### config.mk
export PLATFORM = sky130hd
export DESIGN_NAME = router_out_arb
export DESIGN_NICKNAME = d
export VERILOG_FILES = /design/src/rtl/router_pkg.sv /design/src/rtl/router_rr_pick.sv /design/src/rtl/router_out_arb.sv
export SDC_FILE = /design/constraint.sdc
export NUM_CORES = 1
export LEC_CHECK = 0
export ABC_AREA = 1
export CAP_MARGIN = 5
export CORE_ASPECT_RATIO = 1.1
export CORE_MARGIN = 3
export CORE_UTILIZATION = 57
export CTS_BUF_LIST = sky130_fd_sc_hd__clkbuf_8
export DETAILED_ROUTE_END_ITERATION = 10
export GPL_TIMING_DRIVEN = 0
export PLACE_DENSITY = 0.89
export RECOVER_POWER = 50
export SLEW_MARGIN = 20
export SYNTH_ARGS = -nofsm -noshare
export SYNTH_HDL_FRONTEND = slang
export SYNTH_HIERARCHICAL = 1
export SYNTH_SLANG_ARGS = --single-unit
### constraint.sdc
create_clock -name clock -period 4 [get_ports clock]
set_input_delay 0.8 -clock clock [delete_from_list [all_inputs] [get_ports clock]]
set_output_delay 0.8 -clock clock [all_outputs]
set_load 0.02 [all_outputs]
### src/rtl/router_pkg.sv
// Shared definitions for the router output arbiter.
// Holds the arbiter state encoding, the port count, the default stall
// timeout, the grant code shown while idle, and two small helpers: the
// modulo-3 port increment and the running-XOR parity fold.
package router_pkg;

    localparam int         NUM_PORTS       = 3;
    localparam int         TIMEOUT_DEFAULT = 32;
    localparam logic [1:0] GRANT_IDLE      = 2'b11;

    typedef enum logic [2:0] {
        ST_IDLE     = 3'd0,
        ST_HDR_RD   = 3'd1,
        ST_HDR_WAIT = 3'd2,
        ST_PAYLOAD  = 3'd3,
        ST_DONE     = 3'd4
    } state_e;

    // Next port index, wrapping 2 -> 0 (any out-of-range code also maps to 0).
    function automatic logic [1:0] next_port(input logic [1:0] p);
        next_port = (p >= 2'd2) ? 2'd0 : (p + 2'd1);
    endfunction

    // Folds one byte into the running packet parity.
    function automatic logic [7:0] parity_fold(input logic [7:0] acc, input logic [7:0] b);
        parity_fold = acc ^ b;
    endfunction

endpackage

### src/rtl/router_rr_pick.sv
// Round-robin port picker (purely combinational).
// Ports:
//   empty[2:0] in  : empty flags of the three output FIFOs
//   rr_ptr     in  : port with highest priority this round
//   pick       out : first non-empty port at or after rr_ptr (mod 3)
//   valid      out : 1 when at least one FIFO is non-empty
module router_rr_pick
    import router_pkg::*;
(
    input  logic [2:0] empty,
    input  logic [1:0] rr_ptr,
    output logic [1:0] pick,
    output logic       valid
);

    logic [1:0] cand0;
    logic [1:0] cand1;
    logic [1:0] cand2;

    // Search order rr_ptr, rr_ptr+1, rr_ptr+2; an illegal pointer behaves as 0.
    always_comb begin
        cand0 = (rr_ptr == 2'd3) ? 2'd0 : rr_ptr;
        cand1 = next_port(cand0);
        cand2 = next_port(cand1);
        pick  = 2'd0;
        valid = 1'b0;
        if (!empty[cand0]) begin
            pick  = cand0;
            valid = 1'b1;
        end else if (!empty[cand1]) begin
            pick  = cand1;
            valid = 1'b1;
        end else if (!empty[cand2]) begin
            pick  = cand2;
            valid = 1'b1;
        end else begin
            pick  = 2'd0;
            valid = 1'b0;
        end
    end

endmodule

### src/rtl/router_out_arb.sv
// Output arbiter of the router: picks one of three output FIFOs round-robin,
// streams one whole packet (header, header[7:2] payload bytes, parity byte)
// to the downstream link, checks the packet parity and aborts packets whose
// FIFO stays empty for TIMEOUT consecutive cycles.
// Ports:
//   clock, resetn                 : clock, synchronous active-low reset
//   fifo_empty_n, fifo_dout_n     : FIFO n status and read data (1-cycle latency)
//   link_ready                    : downstream can accept a byte this cycle
//   read_enb_n                    : read strobe to FIFO n (one-hot or zero)
//   data_out, vld_out             : byte to the link and its valid flag
//   grant                         : granted FIFO, 2'b11 while idle
//   parity_err                    : pulse in DONE when the parity byte mismatches
//   soft_reset_n                  : pulse that aborts a stalled packet on FIFO n
module router_out_arb
    import router_pkg::*;
#(
    parameter int TIMEOUT = TIMEOUT_DEFAULT
) (
    input  logic       clock,
    input  logic       resetn,
    input  logic       fifo_empty_0,
    input  logic       fifo_empty_1,
    input  logic       fifo_empty_2,
    input  logic [7:0] fifo_dout_0,
    input  logic [7:0] fifo_dout_1,
    input  logic [7:0] fifo_dout_2,
    input  logic       link_ready,
    output logic       read_enb_0,
    output logic       read_enb_1,
    output logic       read_enb_2,
    output logic [7:0] data_out,
    output logic       vld_out,
    output logic [1:0] grant,
    output logic       parity_err,
    output logic       soft_reset_0,
    output logic       soft_reset_1,
    output logic       soft_reset_2
);

    localparam int            TW       = $clog2(TIMEOUT + 1);
    localparam logic [TW-1:0] TMO_LAST = TW'(TIMEOUT - 1);

    state_e        state_q, state_d;
    logic [1:0]    grant_q, grant_d;
    logic [1:0]    rr_ptr_q, rr_ptr_d;
    logic [6:0]    cnt_q, cnt_d;
    logic [7:0]    acc_q, acc_d;
    logic [TW-1:0] tmo_q, tmo_d;
    logic          vld_q, vld_d;

    logic [2:0]    empty_vec;
    logic          empty_g;
    logic [7:0]    dout_g;
    logic          rd_g;
    logic          timeout_hit;
    logic [1:0]    pick;
    logic          pick_valid;

    assign empty_vec = {fifo_empty_2, fifo_empty_1, fifo_empty_0};

    router_rr_pick u_rr_pick (
        .empty  (empty_vec),
        .rr_ptr (rr_ptr_q),
        .pick   (pick),
        .valid  (pick_valid)
    );

    // Status and data of the granted FIFO; with no grant it looks empty.
    always_comb begin
        empty_g = 1'b1;
        dout_g  = 8'h00;
        case (grant_q)
            2'd0:    begin empty_g = fifo_empty_0; dout_g = fifo_dout_0; end
            2'd1:    begin empty_g = fifo_empty_1; dout_g = fifo_dout_1; end
            2'd2:    begin empty_g = fifo_empty_2; dout_g = fifo_dout_2; end
            default: begin empty_g = 1'b1;         dout_g = 8'h00;       end
        endcase
    end

    // cnt covers payload plus the parity byte, so reads stop once it hits 0.
    assign rd_g = link_ready & ~empty_g &
                  ((state_q == ST_HDR_RD) | ((state_q == ST_PAYLOAD) & (cnt_q != 7'd0)));

    // Fires on the TIMEOUT-th consecutive empty cycle of the payload phase.
    assign timeout_hit = (state_q == ST_PAYLOAD) & empty_g & (tmo_q == TMO_LAST);

    assign read_enb_0   = rd_g & (grant_q == 2'd0);
    assign read_enb_1   = rd_g & (grant_q == 2'd1);
    assign read_enb_2   = rd_g & (grant_q == 2'd2);
    assign soft_reset_0 = timeout_hit & (grant_q == 2'd0);
    assign soft_reset_1 = timeout_hit & (grant_q == 2'd1);
    assign soft_reset_2 = timeout_hit & (grant_q == 2'd2);

    // FIFO data arrives one cycle after the strobe, i.e. together with vld_q.
    assign vld_out    = vld_q;
    assign data_out   = vld_q ? dout_g : 8'h00;
    assign grant      = grant_q;
    assign parity_err = (state_q == ST_DONE) & vld_q & (dout_g != acc_q);

    // Next-state logic of the packet FSM and its datapath registers.
    always_comb begin
        state_d  = state_q;
        grant_d  = grant_q;
        rr_ptr_d = rr_ptr_q;
        cnt_d    = cnt_q;
        acc_d    = acc_q;
        tmo_d    = {TW{1'b0}};
        vld_d    = rd_g;
        case (state_q)
            ST_IDLE: begin
                if (pick_valid) begin
                    grant_d = pick;
                    state_d = ST_HDR_RD;
                end else begin
                    grant_d = GRANT_IDLE;
                end
            end
            ST_HDR_RD: begin
                if (rd_g) begin
                    state_d = ST_HDR_WAIT;
                end else begin
                    state_d = ST_HDR_RD;
                end
            end
            ST_HDR_WAIT: begin
                cnt_d   = {1'b0, dout_g[7:2]} + 7'd1;
                acc_d   = dout_g;
                state_d = ST_PAYLOAD;
            end
            ST_PAYLOAD: begin
                // Only payload bytes can be valid here; parity lands in DONE.
                if (vld_q) begin
                    acc_d = parity_fold(acc_q, dout_g);
                end else begin
                    acc_d = acc_q;
                end
                if (timeout_hit) begin
                    state_d  = ST_IDLE;
                    grant_d  = GRANT_IDLE;
                    rr_ptr_d = next_port(grant_q);
                end else if (rd_g) begin
                    cnt_d = cnt_q - 7'd1;
                    if (cnt_q == 7'd1) begin
                        state_d = ST_DONE;
                    end else begin
                        state_d = ST_PAYLOAD;
                    end
                end else if (empty_g) begin
                    tmo_d = tmo_q + TW'(1);
                end else begin
                    tmo_d = {TW{1'b0}};
                end
            end
            ST_DONE: begin
                rr_ptr_d = next_port(grant_q);
                grant_d  = GRANT_IDLE;
                state_d  = ST_IDLE;
            end
            default: begin
                state_d = ST_IDLE;
                grant_d = GRANT_IDLE;
            end
        endcase
    end

    // State and datapath registers with synchronous active-low reset.
    always_ff @(posedge clock) begin
        if (!resetn) begin
            state_q  <= ST_IDLE;
            grant_q  <= GRANT_IDLE;
            rr_ptr_q <= 2'd0;
            cnt_q    <= 7'd0;
            acc_q    <= 8'h00;
            tmo_q    <= {TW{1'b0}};
            vld_q    <= 1'b0;
        end else begin
            state_q  <= state_d;
            grant_q  <= grant_d;
            rr_ptr_q <= rr_ptr_d;
            cnt_q    <= cnt_d;
            acc_q    <= acc_d;
            tmo_q    <= tmo_d;
            vld_q    <= vld_d;
        end
    end

endmodule

* Yosys cells after proc, flatten, opt, wreduce, memory -nomap -nowiden
Index checks and enable logic that the tools add are counted.
Word-level totals: flip-flop bits (word level) 29, bits of input ports 30, output and inout bits 18, word-level logic and storage cells 101
Cells by class: add/subtract/negate cells 6, magnitude comparators 6, equal/unequal tests 16, muxes and demuxes 35, bitwise gates (word level) 19, reduce and logical (&&, ||, !) cells 12
Operator list (number):
- 8-bit case mux with 3 select lines | 1
- 2-bit 2-to-1 mux | 11
- 8-bit 2-to-1 mux | 2
- 8-bit case mux with 2 select lines | 1
- 7-bit 2-to-1 mux | 2
- 7-bit case mux with 2 select lines | 1
- 1-bit bitwise AND | 13
- 3-bit 2-to-1 mux | 4
- 3-bit case mux with 4 select lines | 1
- 2-bit != test, second input constant | 5
- 2-bit by 3-bit less-than comparator with 1-bit output, second input constant | 3
- 8-bit != test | 1
- 2-bit AND reduction | 4
- 8-bit bitwise XOR | 1
- 6-bit by 1-bit adder with 7-bit output, second input constant | 1
- 7-bit by 1-bit == test with 1-bit output, second input constant | 1
- 7-bit nonzero test | 1
- 7-bit by 1-bit subtractor with 7-bit output, second input constant | 1
- 2-bit by 1-bit adder with 2-bit output, second input constant | 3
- 6-bit by 1-bit adder with 6-bit output, second input constant | 1
- 1-bit binary-select mux with 2-bit select | 3
- 3-bit by 2-bit == test with 1-bit output, second input constant | 2
- 6-bit by 5-bit == test with 1-bit output, second input constant | 1
- 2-bit greater-or-equal comparator, second input constant | 3
- other kinds (17) | 27

* Depth between registers and ports, before layout
Gate-level depths: netlist of the first run.
depth in word-level cells 13, depth in mapped cells 12, gate-level depth less buffers 12

* Cells and area by module
Netlist of the first run, hierarchy kept.
By module, submodules not included:
- router_out_arb | instances 1, cells an instance 313, area an instance 2018.2 um^2, sequential area each 580.6 um^2
- router_rr_pick | instances 1, cells an instance 37, area an instance 182.7 um^2, sequential area each 0.0 um^2

* Least setup slack after synthesis of the first run
Ideal clock, no wire load.
kind input to output, start input fifo_dout_2[6], end output parity_err, arrival 1.707 ns, data required time 3.200 ns, setup slack 1.493 ns, stages 6, buffers on the path 0, cell sequence nand3_1 -> nand3_1 -> xor2_1 -> nor2_1 -> nor2b_1 -> a21oi_1
On the way: longest elaborated chain between the ends 3
Ends and longest elaborated chain:
- start: declaration | line router_out_arb.sv:26 | input logic [7:0] fifo_dout_2,
- 8-bit case mux with 3 select lines | line router_out_arb.sv:72 | case (grant_q)
- 8-bit != test | line router_out_arb.sv:98 | assign parity_err = (state_q == ST_DONE) & vld_q & (dout_g != acc_q);
- 1-bit bitwise AND | line router_out_arb.sv:98
- end: declaration | line router_out_arb.sv:34 | output logic parity_err,
Every way passes these cells.

* Final worst setup path of the first run
start input fifo_dout_1[6], end output parity_err
On the way: longest elaborated chain between the ends 3
Ends and longest elaborated chain:
- start: declaration | line router_out_arb.sv:25 | input logic [7:0] fifo_dout_1,
- 8-bit case mux with 3 select lines | line router_out_arb.sv:72
- 8-bit != test | line router_out_arb.sv:98
- 1-bit bitwise AND | line router_out_arb.sv:98
Every way passes these cells.

==> results of run 1 <==
-- metal layers --
layer	track usage, %	up-vias
li1	-	1237
met1	32.7	1116
met2	47.8	112
met3	8.25	18
met4	12.0	0
met5	0	-
-- registers in the layout (all words and copies together), names as in the netlist --
register	cells
tmo_q	6
vld_out	1
state_q	3
grant	2
acc_q	8
cnt_q	7
rr_ptr_q	2
-- path summary, 6_finish.rpt --
path	startpoint	endpoint	slack [ns]	cells after the start
setup / recovery	fifo_dout_1[6]	parity_err	0.33	8
hold / removal	tmo_q[0]	tmo_q[0]	0.45	1
setup reg to reg	cnt_q[0]	cnt_q[0]	1.95	8
hold reg to reg	tmo_q[0]	tmo_q[0]	0.45	1
-- worst max-delay path, cell delays in order --
cell                              delay, ns
sky130_fd_sc_hd__dlygate4sd3_1         0.53
sky130_fd_sc_hd__nand3_1               0.08
sky130_fd_sc_hd__nand3_1               0.20
sky130_fd_sc_hd__xor2_1                0.23
sky130_fd_sc_hd__nor2_1                0.07
sky130_fd_sc_hd__nor2b_1               0.13
sky130_fd_sc_hd__a21oi_1               0.18
sky130_fd_sc_hd__clkdlybuf4s50_1       0.64
-- power by group through the flow --
stage	Sequential, mW	Clock [mW]	Combinational, mW
4_1_cts	0.367	0.318	0.854
6_report	0.367	0.316	0.843
3_5_place_dp	0.372	0	0.842
3_3_place_gp	0.371	0	0.822
2_1_floorplan	0.379	0	0.621
5_1_grt	0.372	0.331	0.942
-- layout make-up --
class                      count  area (sq um)
multi-input combinational    268          1370
fill                         286           867
sequential                    29           581
timing repair buffer          47           470
inverter                      47           179
clock buffer                   6          82.6
tap                           50          62.6
buffer                         6          38.8
clock inverter                 2          33.8
-- cells by family after synthesis --
group	count (synthesis)	synth area share [%]
DFF	29	26.4
and+or+nand+nor	200	42.6
adders and majority gates	6	3.41
xor gates and xnor gates	13	5.17
AOI/OAI and AO/OA	49	12.6
buffers and inverters	53	9.89
-- Yosys cell counts (6+ instances only) --
master,n
sky130_fd_sc_hd__a21oi_1,15
sky130_fd_sc_hd__dfxtp_1,29
sky130_fd_sc_hd__ha_1,6
sky130_fd_sc_hd__inv_1,40
sky130_fd_sc_hd__nand2_1,90
sky130_fd_sc_hd__nand3_1,29
sky130_fd_sc_hd__nand3_2,6
sky130_fd_sc_hd__nor2_1,45
sky130_fd_sc_hd__nor2_2,8
sky130_fd_sc_hd__o21ai_0,22
sky130_fd_sc_hd__xnor2_1,9
-- through the flow --
stage	instances	utilization, %	hold slack, ns	total power, mW
after floorplan	350	-	0.418	0.999
after global placement	447	74.2	0.432	1.19
after detailed placement	447	74.2	0.436	1.21
after CTS	455	77.4	0.448	1.54
after global routing	455	76.5	0.469	1.64
final	455	76.5	0.446	1.53
==> results.py, run 1 <==
metrics = {
    "synth": {
        "synthesis.area_per_instance_sq_um": 6.29,
        "synth-edff-count": 0,
        "synth_ff_type": "sky130_fd_sc_hd__dfxtp_1",
        "ys_seq_elements": 29,
        "synth_fp_nets": 386,
        "synth_warnings": 6,
        "post_synth_instance_area_sq_um": 2200,
        "synth-seq-area-share_pct": 26.4,
        "async_s_r_ff_share_synth_pct": 0,
        "synthDominantAreaCellType": "sky130_fd_sc_hd__dfxtp_1",
        "synth_area_leaders": "sky130_fd_sc_hd__dfxtp_1 26%, sky130_fd_sc_hd__nand2_1 15%, sky130_fd_sc_hd__nor2_1 7.7%",
        "synthesis.instances": 350,
        "ys_types": 34,
        "synth_top_area_share_pct": 26.4,
    },
    "floorplan": {
        "chip_width_um": 65.2,
        "die_height_um": 71.2,
        "floorplan.initialDensity_pct": 59.7,
        "fp.dieArea_sq_um": 4640,
        "core_region_area_sq_um": 3680,
        "io-pin-count": 48,
        "floorplan.rows": 23,
    },
    "clock_tree": {
        "clock_tree.htree_level_count": 2,
        "post_cts_setup_buffer_count": 0,
        "clk_transition_reported_paths_ns": 0.06,
        "cts_tree": "done",
        "worst_skew_pair.late_latency_ns": 0.29,
        "ctsHoldBuffers": 0,
        "clock_sinks": 29,
        "cts_buffers": 5,
        "postCtsResizedCells": 0,
        "root_buffer": "sky130_fd_sc_hd__clkbuf_8",
        "ctsLongestPathBuffers": 2,
    },
    "grt": {
        "first_global_vias": 2349,
        "grt_max_degree": 11,
        "global_route_wire_length_before_repair_um": 10200,
        "global_route.overflow_total": 0,
        "grt_antenna_before_repair": 0,
        "globalRouteTotalUtil_pct": 28.2,
    },
    "routing": {
        "drt_first_pass_iters": 5,
        "final_antenna_net_count": 0,
        "route.detailed.wl_per_inst_um": 13.5,
        "dr_total_vias": 2483,
        "finalWirelength_um": 6150,
        "route.layer.met1.wl_um": 2530,
        "wl_met2_um": 2950,
        "drcViolationCount": 0,
        "top_layer": "met4",
        "detailroute.wirelength.met3_um": 513,
        "iteration_0_drc_markers": 218,
        "vias_per_cell": 5.46,
    },
    "worst_hold_path": {
        "worst_hold_path_type": "reg2reg",
    },
    "power_and_ir_drop": {
        "power.share.switching_pct": 45.5,
        "power.combinational.fraction_pct": 55.2,
        "cellInternalPower_uw": 831,
        "power.ir.vdd_worst_uv": 371,
        "pwr-share-clk_pct": 20.7,
        "power-per-cell-area_nw_per_um2": 542,
        "static-leakage-power_nw": 1.24,
        "total_switching_power_uw": 695,
        "p_seq_share_pct": 24.1,
    },
    "finish": {
        "design.final.nets": 440,
        "layout.cells.most_common": "sky130_fd_sc_hd__nand2_1",
        "area_growth_syn_to_layout_pct": 28.0,
        "final_cell_area_sq_um": 2820,
        "most-common-layout-cells": "93 x sky130_fd_sc_hd__nand2_1, 46 x sky130_fd_sc_hd__nor2_1, 42 x sky130_fd_sc_hd__inv_1",
        "fraction_of_layout_instances_using_a_drive_strength_above_1_pct": 8.64,
        "num_antenna_cells": 0,
    },
    "place": {
        "place.gp.congestion": 0.916,
        "portBuffers": 47,
        "dp_hpwl_um": 4600,
        "dp_slack_ns": 0.436,
        "detailed_place.area_sq_um": 2730,
    },
    "critical_path": {
        "cp_data_arrival_time_ns": 2.87,
        "data_required_time_at_the_worst_endpoint_ns": 3.20,
        "cp_max_fo": 4,
        "timing_worst_setup_path_type": "in2out",
        "cp-end-kind": "primary output",
        "worstSetupStartpointType": "primary input",
    },
    "timing": {
        "fin_crit_sh_pct": 91.8,
        "aggregate_negative_setup_slack_ns": 0,
        "timing.clock.skew_ns": 0.00667,
        "fmaxAchievable_ghz": 0.272,
        "setup_violations": 0,
        "final_worst_path_period_need_ns": 3.67,
        "slew_viol_final": 0,
        "fin_ws_ns": 0.328,
        "worst_slew_margin_rel_pct": 46.0,
        "finalHoldViolCount": 0,
        "worst_pin_slew_ns": 0.801,
        "grt_setup_unrepaired": "false",
    },
    "run": {
        "cap_violations": 0,
    },
    "status": {
        "run_status": "complete, no violations",
    },
}
No activity file was read; power rests on OpenSTA's default activity.
==> inputs of run 2 (changes only) <==
CAP_MARGIN = 10   (was 5)
==> results of run 2 <==
Same layout as run 1: the final DEF is identical, and so are final timing and power.
